===== src/rtl/adc_decimator.sv =====
// Boxcar decimator for flash-ADC codes: averages 2**LOG2_AVG samples and
// queues each average in a show-ahead FIFO drained by a valid/ready consumer.
module adc_decimator #(
  parameter int unsigned DATA_W     = 4,
  parameter int unsigned LOG2_AVG   = 2,
  parameter int unsigned FIFO_DEPTH = 4
) (
  input  logic                                 clk,
  input  logic                                 rst,
  input  logic                                 en,
  input  logic                                 clr,
  input  logic [DATA_W-1:0]                    b,
  output logic [DATA_W-1:0]                    dout,
  output logic                                 out_valid,
  input  logic                                 out_ready,
  output logic [$clog2(FIFO_DEPTH+1)-1:0]      level,
  output logic                                 ovf
);

  localparam int unsigned ACC_W = DATA_W + LOG2_AVG;
  localparam int unsigned PTR_W = (FIFO_DEPTH > 1) ? $clog2(FIFO_DEPTH) : 1;
  localparam int unsigned LVL_W = $clog2(FIFO_DEPTH + 1);
  localparam logic [LOG2_AVG-1:0] CNT_MAX  = '1;
  localparam logic [PTR_W-1:0]    PTR_LAST = PTR_W'(FIFO_DEPTH - 1);
  localparam logic [LVL_W-1:0]    LVL_FULL = LVL_W'(FIFO_DEPTH);

  logic [ACC_W-1:0]    acc_q, acc_d;
  logic [LOG2_AVG-1:0] cnt_q, cnt_d;
  logic [PTR_W-1:0]    wr_ptr_q, wr_ptr_d;
  logic [PTR_W-1:0]    rd_ptr_q, rd_ptr_d;
  logic [LVL_W-1:0]    level_q, level_d;
  logic                ovf_q, ovf_d;
  logic [DATA_W-1:0]   mem_q [FIFO_DEPTH];

  logic [ACC_W-1:0]    sum_c;
  logic                push_c, pop_c, wr_en_c;
  logic [DATA_W-1:0]   wr_data_c;

  function automatic logic [PTR_W-1:0] ptr_inc(input logic [PTR_W-1:0] p);
    return (p == PTR_LAST) ? '0 : p + PTR_W'(1);
  endfunction

  // Accumulate, decide push/pop and FIFO bookkeeping; clr overrides all.
  always_comb begin
    acc_d     = acc_q;
    cnt_d     = cnt_q;
    wr_ptr_d  = wr_ptr_q;
    rd_ptr_d  = rd_ptr_q;
    level_d   = level_q;
    ovf_d     = ovf_q;
    wr_en_c   = 1'b0;
    sum_c     = acc_q + ACC_W'(b);
    wr_data_c = DATA_W'(sum_c >> LOG2_AVG);
    push_c    = en && (cnt_q == CNT_MAX);
    pop_c     = (level_q != '0) && out_ready;

    if (clr) begin
      acc_d    = '0;
      cnt_d    = '0;
      wr_ptr_d = '0;
      rd_ptr_d = '0;
      level_d  = '0;
      ovf_d    = 1'b0;
    end else begin
      if (en) begin
        if (cnt_q == CNT_MAX) begin
          acc_d = '0;
          cnt_d = '0;
        end else begin
          acc_d = sum_c;
          cnt_d = cnt_q + LOG2_AVG'(1);
        end
      end
      if (pop_c) rd_ptr_d = ptr_inc(rd_ptr_q);
      // A pop in the same cycle frees the slot, so a full FIFO still accepts.
      if (push_c && ((level_q != LVL_FULL) || pop_c)) begin
        wr_en_c  = 1'b1;
        wr_ptr_d = ptr_inc(wr_ptr_q);
      end else if (push_c) begin
        ovf_d = 1'b1;
      end
      if (wr_en_c && !pop_c)      level_d = level_q + LVL_W'(1);
      else if (!wr_en_c && pop_c) level_d = level_q - LVL_W'(1);
    end
  end

  always_ff @(posedge clk or negedge rst) begin
    if (!rst) begin
      acc_q    <= '0;
      cnt_q    <= '0;
      wr_ptr_q <= '0;
      rd_ptr_q <= '0;
      level_q  <= '0;
      ovf_q    <= 1'b0;
    end else begin
      acc_q    <= acc_d;
      cnt_q    <= cnt_d;
      wr_ptr_q <= wr_ptr_d;
      rd_ptr_q <= rd_ptr_d;
      level_q  <= level_d;
      ovf_q    <= ovf_d;
    end
  end

  // Storage array; contents are qualified by level, so no reset needed.
  always_ff @(posedge clk) begin
    if (wr_en_c) mem_q[wr_ptr_q] <= wr_data_c;
  end

  assign out_valid = (level_q != '0);
  assign dout      = out_valid ? mem_q[rd_ptr_q] : '0;
  assign level     = level_q;
  assign ovf       = ovf_q;

endmodule

===== config.mk =====
export PLATFORM = sky130hd
export DESIGN_NAME = adc_decimator
export DESIGN_NICKNAME = d
export VERILOG_FILES = /design/src/rtl/adc_decimator.sv
export SDC_FILE = /design/constraint.sdc
export NUM_CORES = 1
export LEC_CHECK = 0
export BUFFER_PORTS_ARGS = -buffer_cell sky130_fd_sc_hd__buf_4
export CAP_MARGIN = 20
export CORE_MARGIN = 3
export CORE_UTILIZATION = 50
export CTS_BUF_LIST = sky130_fd_sc_hd__clkbuf_8
export DETAILED_ROUTE_END_ITERATION = 8
export GPL_ROUTABILITY_DRIVEN = 1
export PLACE_DENSITY = 0.7
export SLEW_MARGIN = 10
export SYNTH_ARGS = -nofsm -noshare
export SYNTH_HDL_FRONTEND = slang
export SYNTH_SLANG_ARGS = --single-unit

===== constraint.sdc =====
create_clock -name clk -period 2.4 [get_ports clk]
set_input_delay 0.48 -clock clk [delete_from_list [all_inputs] [get_ports clk]]
set_output_delay 0.48 -clock clk [all_outputs]
set_load 0.01 [all_outputs]

==> metrics.md, run 1 <==
| Metric | Value |
|---|---|
| Run status | complete, no violations |
| Fin crit share | between 90% and 100% |
| Clk_lat worst skew | between 200 and 300 ps |
| R2r worst-path depth | 7 |
| R2r setup slk | 180 ps |
| Crit path launch type | flop |
| Total power draw | around 1.5 mW |
| Initial antenna violation count | 0 |
| Setup violators final | 0 |
| Routed via count | 1,144 |
| Biggest cell delay along the critical path | between 400 and 500 ps |
| Row count | 20 |
| Die H | about 64 µm |
| Drt wl/cell | roughly 14 µm |
| Pwr per Cell Area | about 750 nW/µm² |
| Nets | approximately 180 |
| RD Place Congestion | about 0.85 |
| Global-route wire length before repair | slightly above 5 mm |
| Seq cells post-synth | 32 |
| CP Cell Sequence | nor4b_2, nor2_1, and2_1, fa_1, or3_1, a31oi_1, a21oi_1 |
| Netlist cell types | 35 |
| Fin. Hold Viols | 0 |
| Ant. Diodes | 0 |
| Synth Net Count | 162 |
| Max cap viols | 0 |
| Io pins | 18 |
| CTS tree | done |
| Setup Skew | ~5.1 ps |
| Finished Core Util | between 60% and 70% |
| RR Endpoint | level[2] |
| Worst-margin pin slew | 622.3 ps |
| Initial DRT Pass Iterations | 6 |
| Footprint of the multi-input gates | 753.2 µm² |
| Register Area | 882.1 µm² |
| IO buf count | 17 |
| Worst slew margin | roughly 60% |
| Global router's overall resource usage | 16.39% |
| R2r startpoint | level[0] |
| GRT overflow | 0 |
| DPL Wire Length | ~2.2 mm |
| Clock Tree Root | clkbuf_8 |
| Cell Area, Synth | 1687 µm² |
| Clock sinks | 32 |
| Core area | 3128 µm² |
| F_max | 450.2 MHz |
| Initial Util | around 54% |
| Largest net degree at the start of global routing | 17 |
| Critical Path Fanout Max | 8 |
| Arr. time, crit path | 2380 ps |
| Hold crit path type | input pin to async pin |
| CP endpoint | level[2] |
| Crit path depth | 7 |
| Die W | 64.08 µm |
| Starting DRC count in detailed routing | 33 |
| Crit path max-delay family | simple AND/OR/NAND/NOR gates |
| Syn avg cell area | between 10 and 15 µm² |
| Post-route cell area | 1949 µm² |
| Vias in the first global route | between 1,000 and 1,500 |
| Layout cell share with drive strength beyond 1 | 22.56% |
| Leak pwr | just over 0.8 nW |
| Peak supply drop | just over 0.0004 V |
| Worst path slowest cell | dfrtp_2 |
| Worst slack at placement | ~76 ps |
| Die area | between 4000 and 5000 µm² |
| Total wire length | around 2.9 mm |
| Hold-fix buffers, CTS | 0 |
| Hold Slack | 52.64 ps |
| Area growth from synthesis to layout | 15.58% |
| Worst-case clock buffer depth | 2 |
| Dpl cells | 200 |
| Final Non-Filler Cells | around 210 |
| Type of element capturing the critical path | flop |
| Final worst slack | between 150 and 200 ps |
| Cell count after synthesis | 141 |
| Total number of H-tree levels | 2 |
| Final Critical Period | between 2000 and 2500 ps |
| WS Path Type | flop to flop |
| Post-route ant nets | 0 |
| Placed inst area | between 1500 and 2000 µm² |
| Crit path from | level[0] |
| Critical Path RT | 2560 ps |
| Fin. max-slew vios | 0 |
| Fin Setup TNS | 0 ps |
| Filler cells | roughly 260 |
| Buf/Inv on CP | 0 |
| Worst-path clk slew | roughly 70 ps |
| Unrepaired setup endpoints after global routing | false |
| DRC violations left | 0 |
| CTS Buf Count | 5 |
| Post-CTS setup repair buffer count | 0 |
| Seq/Total Area, Yosys | between 50% and 60% |
| Via/cell ratio | 5.500 |
| Synth warn | 0 |
routing by layer:
metal,part of all wire [%],wire (µm),GRT usage [%]
met5,0,0,0
met4,0.61,18,5.930
met3,4.5,133,4.745
met2,52,1517,27.10
met1,43,1273,20.33
synth_stat cells:
cell type  instances  area (µm²)
nor3b_1            1       7.510
nand2_1            8       30.03
a22o_1             3       26.28
fa_1               2       40.04
o21ai_0            7       35.03
mux2_2             2       22.52
mux4_2             4       90.09
xor2_1             2       17.52
and2_1             9       56.30
dfrtp_1           16       400.4
mux2i_1            2       20.02
nor2b_1            1       6.260
nor4_1             1       6.260
a31oi_1            4       25.02
inv_1              9       33.78
or3_1              3       18.77
o2111ai_1          1       8.760
xnor2_1            3       26.28
nand3_1            2       10.01
ha_1              10       125.1
clkbuf_1           1       3.750
nor2_1            13       48.80
a21o_1             2       15.01
a211o_1            1       8.760
buf_4              2       15.01
nor3_1             1       5.000
o21a_1             1       7.510
or3b_1             1       8.760
buf_2              1       5.000
a21oi_1            5       25.02
o211ai_1           2       15.01
edfxtp_1          16       480.5
nand2_2            2       12.51
a211oi_1           2       15.01
nor4b_2            1       15.01
final cells by class:
type                    instances  share of cell area [%]
inverters                       9                   1.733
flip-flops and latches         32                   45.25
clock inverters                 3                  0.7060
multi-input cells              96                   38.64
repair buffers                 19                   7.317
well taps                      44                   2.824
clock buffers                   5                   3.530
timing repair:
item / CTS / global route
gates resized for setup: 0 / 2
endpoints found under the setup margin: 0 / 1
endpoints found under the hold margin: 0 / 0
how the worst min path moves through the flow:
stage | startpoint | endpoint | slack, ps | cells after the start
6_report | rst | acc_q[4] | 50 | 1
5_1_grt | rst | acc_q[3] | 50 | 1
4_1_cts | rst | acc_q[3] | 50 | 1
3_5_place_dp | rst | ovf | 350 | 1
3_3_place_gp | rst | level[0] | 350 | 1
2_1_floorplan | rst | acc_q[0] | 180 | 0
sequential cells by signal, summed over array words and instances, names as in the netlist:
| name | count |
|---|---|
| mem_q | 16 |
| ovf | 1 |
| level | 3 |
| cnt_q | 2 |
| rd_ptr_q | 2 |
| acc_q | 6 |
| wr_ptr_q | 2 |
where the power goes:
group / total [mW] / internal (mW) / switching [mW]
Combinational: 0.400 / 0.208 / 0.191
Sequential: 0.677 / 0.622 / 0.0549
Clock: 0.385 / 0.196 / 0.188
Total: 1.46 / 1.03 / 0.434
cell usage in the layout, fill, tap and decap left out:
cell type  instances
o2111ai_1          1
or3_4              1
inv_1              9
a211o_1            1
nor4_1             1
clkbuf_8           5
a21oi_1            5
or3b_1             1
nor4b_2            1
nor2_1            13
mux2_2             2
and2_1             9
nor3b_1            1
mux2i_1            2
a31oi_1            4
buf_4             19
dfrtp_1           15
ha_1              10
xnor2_1            3
fa_1               2
nor2b_1            1
a211oi_1           2
nor3_1             1
nand2_1            8
a22o_1             3
dfrtp_2            1
edfxtp_1          16
nand3_1            2
o21ai_0            7
a21o_1             2
o21a_1             1
xor2_1             2
clkinv_1           1
or3_1              2
nand2_2            2
o211ai_1           2
mux4_2             4
clkinv_2           2
cell families (layout without fill, tap and decap cells):
group | after synthesis | count (layout) | synth area share [%]
buffers and inverters | 13 | 36 | 3.412
flip-flops | 32 | 32 | 52.23
AO/OA/AOI/OAI | 28 | 28 | 10.76
multiplexers | 8 | 8 | 7.864
XOR/XNOR | 5 | 5 | 2.597
adder cells (fa/ha/maj) | 12 | 12 | 9.792
AND/OR/NAND/NOR | 43 | 43 | 13.35
worst reg2reg max path, stage by stage, from the launching register on:
cell	delay, ps
dfrtp_2	460
nor4b_2	300
nor2_1	100
and2_1	160
fa_1	420
or3_1	390
a31oi_1	180
a21oi_1	90
Power figures use the tool's default switching activity.
==> run 2, diff against run 1 <==
HOLD_SLACK_MARGIN = 0.15   (was not set)
==> metrics.md, run 2 (same netlist as run 1, synthesis figures left out) <==
| Metric | Value |
|---|---|
| Clk_lat worst skew | between 200 and 300 ps |
| Worst slack at placement | between 70 and 80 ps |
| Max cap viols | 0 |
| Post-CTS setup repair buffer count | 0 |
| Fin Setup TNS | 0 ps |
| Nets | 185 |
| Commonest non-fill, non-tap cell in the layout | buf_4 |
| Initial antenna violation count | 0 |
| Buf/Inv on CP | 0 |
| Biggest cell delay along the critical path | ~460 ps |
| RD Place Congestion | 0.8463 |
| Drt wl/cell | roughly 14 µm |
| Initial DRT Pass Iterations | 4 |
| Flop pwr share | a little under half |
| Layout cell share with drive strength beyond 1 | between 20% and 30% |
| Clock sinks | 32 |
| Worst-path clk slew | around 60 ps |
| Fin crit share | between 90% and 100% |
| Io pins | 18 |
| Starting DRC count in detailed routing | approximately 50 |
| Critical Path RT | between 2000 and 3000 ps |
| IO buf count | 17 |
| Initial Util | 53.92% |
| Area growth from synthesis to layout | 16.17% |
| Core area | ~3100 µm² |
| Final Non-Filler Cells | about 210 |
| Hold Slack | around 490 ps |
| Die H | 64.08 µm |
| Largest register FFs | 16 |
| DPL Wire Length | approximately 2.2 mm |
| Critical Path Fanout Max | 8 |
| Largest net degree at the start of global routing | 17 |
| Fin. Hold Viols | 0 |
| Row count | 20 |
| Run status | complete, no violations |
| CP Cell Sequence | nor4b_2, nor2_1, and2_1, fa_1, or3_1, a31oi_1, a21oi_1 |
| Unrepaired setup endpoints after global routing | false |
| Type of element capturing the critical path | flop |
| Placed inst area | about 1900 µm² |
| Crit path max-delay family | simple AND/OR/NAND/NOR gates |
| Hold crit path type | input pin to flop |
| Finished Core Util | between 60% and 70% |
| Leak pwr | between 0.8 and 0.9 nW |
| Total power draw | approximately 1.5 mW |
| Die area | roughly 4100 µm² |
| Total number of H-tree levels | 2 |
| Post-route cell area | between 1500 and 2000 µm² |
| Largest reg by FF count | mem_q |
| Routed via count | 1,157 |
| Clock Tree Root | clkbuf_8 |
| Clk network pwr share | 26.4% |
| Post-route ant nets | 0 |
| Crit path launch type | flop |
| Arr. time, crit path | about 2400 ps |
| Gate power share | 27.4% |
| Peak supply drop | 0.0003951 V |
| Ant. Diodes | 0 |
| Switch Pwr | between 0.4 and 0.5 mW |
| Sw frac | between 20% and 30% |
| CTS Buf Count | 5 |
| Setup violators final | 0 |
| Final Critical Period | 2210 ps |
| Global router's overall resource usage | approximately 16% |
| CTS tree | done |
| Worst slew margin | just under 60% |
| Worst-case clock buffer depth | 2 |
| Int Pwr | 1.028 mW |
| Global-route wire length before repair | 5.202 mm |
| GRT overflow | 0 |
| DRC violations left | 0 |
| WS Path Type | flop to flop |
| F_max | around 450 MHz |
| Die W | about 64 µm |
| Worst path slowest cell | dfrtp_2 |
| Via/cell ratio | approximately 5.5 |
| Most frequent cells in the layout | buf_4, edfxtp_1, dfrtp_1 |
| Pwr per Cell Area | 747.8 nW/µm² |
| Setup Skew | between 6 and 7 ps |
| Vias in the first global route | about 1,100 |
| Dpl cells | 200 |
| Fin. max-slew vios | 0 |
| Final worst slack | ~190 ps |
| Worst-margin pin slew | just over 600 ps |
| Total wire length | about 3 mm |
[run 2: power by group through the flow]
stage | Sequential (mW) | Clock (mW) | Combinational [mW]
after floorplan | 0.670 | 0 | 0.279
after global placement | 0.681 | 0 | 0.384
after detailed placement | 0.687 | 0 | 0.395
after CTS | 0.676 | 0.395 | 0.397
after global routing | 0.687 | 0.412 | 0.446
final | 0.678 | 0.387 | 0.401
[run 2: area by class of cell]
class,count,area (µm²)
repair buffers,20,152.6
multi-input cells,96,753.2
clock buffers,5,68.82
clock inverters,3,13.76
flip-flops and latches,32,882.1
well taps,44,55.05
inverters,9,33.78
fillers,261,1169
[run 2: timing repair]
action	CTS	global route
hold buffers	1	0
gates resized for setup	0	2
setup endpoints to repair	0	1
hold endpoints to repair	16	0
[run 2: final timing paths]
| check | start | end | cells past startpoint | slack (ps) |
|---|---|---|---|---|
| hold reg to reg | acc_q[0] | acc_q[0] | 1 | 530 |
| setup reg to reg | level[0] | level[2] | 7 | 190 |
| min in group asynchronous | rst | acc_q[0] | 2 | 590 |
| hold / removal | clr | rd_ptr_q[1] | 2 | 490 |
| max in group asynchronous | rst | level[0] | 2 | 1610 |
| setup / recovery | level[0] | level[2] | 7 | 190 |
[run 2: worst register-to-register path: stages (launching register included)]
cell and delay (ps):
dfrtp_2 460, nor4b_2 300, nor2_1 100, and2_1 160
fa_1 420, or3_1 390, a31oi_1 170, a21oi_1 80
[run 2: per-layer routing]
| metal | track usage [%] | wire, µm | vias up |
|---|---|---|---|
| met5 | 0 | 0 | - |
| met3 | 4.745 | 141 | 2 |
| met1 | 20.79 | 1302 | 570 |
| met4 | 5.930 | 18 | 0 |
| li1 | - | - | 554 |
| met2 | 26.84 | 1489 | 31 |
==> run 3, diff against run 2 <==
CORE_ASPECT_RATIO = 1.4   (was not set)
==> metrics.md, run 3 (same netlist as run 1, synthesis figures left out) <==
| Metric | Value |
|---|---|
| GR Util met2 | 27.76% |
| Unrepaired setup endpoints after global routing | false |
| Worst slew margin | 59.76% |
| Arr. time, crit path | approximately 2400 ps |
| R2r worst-path depth | 7 |
| Crit path from | level[1] |
| F_max | between 400 and 500 MHz |
| Fin. max-slew vios | 0 |
| Fin Setup TNS | 0 ps |
| Post-route ant nets | 0 |
| Initial Util | 52.99% |
| Register Area | 880.8 µm² |
| Worst-case clock buffer depth | 2 |
| Gate power share | a little over a quarter |
| Clk_lat worst skew | ~280 ps |
| Run status | complete, no violations |
| Final Non-Filler Cells | between 200 and 250 |
| Total wire length | around 2.8 mm |
| DRC violations left | 0 |
| Die area | a little over 4000 µm² |
| Met3 Use GR | roughly 4.2% |
| RD Place Congestion | 0.7838 |
| Pwr per Cell Area | 753.8 nW/µm² |
| Max cap viols | 0 |
| Commonest non-fill, non-tap cell in the layout | buf_4 |
| Drt wl/cell | ~14 µm |
| Type of element capturing the critical path | flop |
| Most frequent cells in the layout | buf_4, dfrtp_1, edfxtp_1 |
| Leak pwr | about 0.84 nW |
| Nets | 185 |
| Total number of H-tree levels | 2 |
| Ant. Diodes | 0 |
| Die H | approximately 75 µm |
| Crit path launch type | flop |
| DPL Wire Length | 2.171 mm |
| Met1 Usage GRT | between 10% and 20% |
| Io pins | 18 |
| Clock Tree Root | clkbuf_8 |
| Core area | ~3200 µm² |
| Post-route cell area | 1954 µm² |
| Flop pwr share | roughly 46% |
| Critical Path RT | 2570 ps |
| R2r setup slk | about 130 ps |
| Largest reg by FF count | mem_q |
| CTS Buf Count | 5 |
| Total power draw | 1.473 mW |
| Global-route wire length before repair | 4.609 mm |
| Routed via count | 1,119 |
| Peak supply drop | about 0.00047 V |
| Filler cells | about 270 |
| Largest register FFs | 16 |
| Area growth from synthesis to layout | 15.88% |
| Sw frac | 28.97% |
| Critical Path Fanout Max | 7 |
| Worst-margin pin slew | 602.4 ps |
| Vias in the first global route | 1,036 |
| Starting DRC count in detailed routing | 23 |
| RR Endpoint | level[2] |
| Int Pwr | between 1 and 1.5 mW |
| GRT overflow | 0 |
| Via/cell ratio | about 5.5 |
| Global router's overall resource usage | 16.19% |
| Setup Skew | slightly below 10 ps |
| Fin crit share | between 90% and 100% |
| Clock sinks | 32 |
| Row count | 24 |
| CTS tree | done |
| Initial DRT Pass Iterations | 4 |
| Most used routing layer | met2 |
| Dpl cells | ~200 |
| Fin. Hold Viols | 0 |
| IO buf count | 17 |
| Clk network pwr share | 27.6% |
| Footprint of the multi-input gates | around 750 µm² |
| Final Critical Period | around 2300 ps |
| Largest net degree at the start of global routing | 17 |
| Switch Pwr | approximately 0.43 mW |
| Initial antenna violation count | 0 |
| Hold crit path type | input pin to flop |
| Layout cell share with drive strength beyond 1 | 20.61% |
| R2r startpoint | level[1] |
| CP endpoint | level[2] |
| Setup violators final | 0 |
| WS Path Type | flop to flop |
| Die W | 55.09 µm |
| Worst-path clk slew | ~70 ps |
| Placed inst area | ~1900 µm² |
==> run 3: how the worst min path moves through the flow <==
stage | to | cells after the start | start
floorplan | acc_q[0] | 0 | rst
global placement | acc_q[4] | 1 | rst
detailed placement | acc_q[5] | 1 | rst
CTS | rd_ptr_q[1] | 2 | clr
global route | rd_ptr_q[1] | 2 | clr
finish | rd_ptr_q[1] | 2 | clr
==> run 3: worst max-delay path: stages, from the launching register on <==
cell	delay, ps
dfrtp_1	450
nor4b_2	360
nor2_1	110
and2_1	160
fa_1	430
or3_1	400
a31oi_1	170
a21oi_1	80
==> run 3: power groups by stage <==
stage / clock [mW] / combinational, mW / sequential, mW
finish: 0.406 / 0.394 / 0.673
global route: 0.441 / 0.447 / 0.678
CTS: 0.418 / 0.399 / 0.674
detailed placement: 0 / 0.396 / 0.684
global placement: 0 / 0.383 / 0.682
floorplan: 0 / 0.279 / 0.670
==> run 3: through the flow <==
step / worst slack, ps / util, % / hold slack [ps]
2_1_floorplan: 147.3 / - / 184.4
3_3_place_gp: 123.4 / 58.25 / 362.0
3_5_place_dp: 43.71 / 58.25 / 363.1
4_1_cts: 138.6 / 61.40 / 466.2
5_1_grt: 12.47 / 61.40 / 482.6
6_report: 127.7 / 61.40 / 478.6
==> run 3: timing repair <==
action	CTS	global route
resized for setup	0	0
hold buffers	1	0
hold endpoints to repair	16	0
buffers inserted	0	0
==> run 3: layer usage <==
layer  vias to the layer above  wire length, µm
met5                         -                0
met4                         0               66
met3                         6               94
met2                        22             1497
met1                       541             1149
li1                        550                -
==> run 3: area by class of cell <==
| class | count | share of cell area, % |
|---|---|---|
| clock buffers | 6 | 4.225 |
| well taps | 39 | 2.497 |
| repair buffers | 20 | 7.810 |
| inverters | 9 | 1.729 |
| flip-flops and latches | 32 | 45.07 |
| clock inverters | 2 | 0.3841 |
| multi-input cells | 96 | 38.28 |
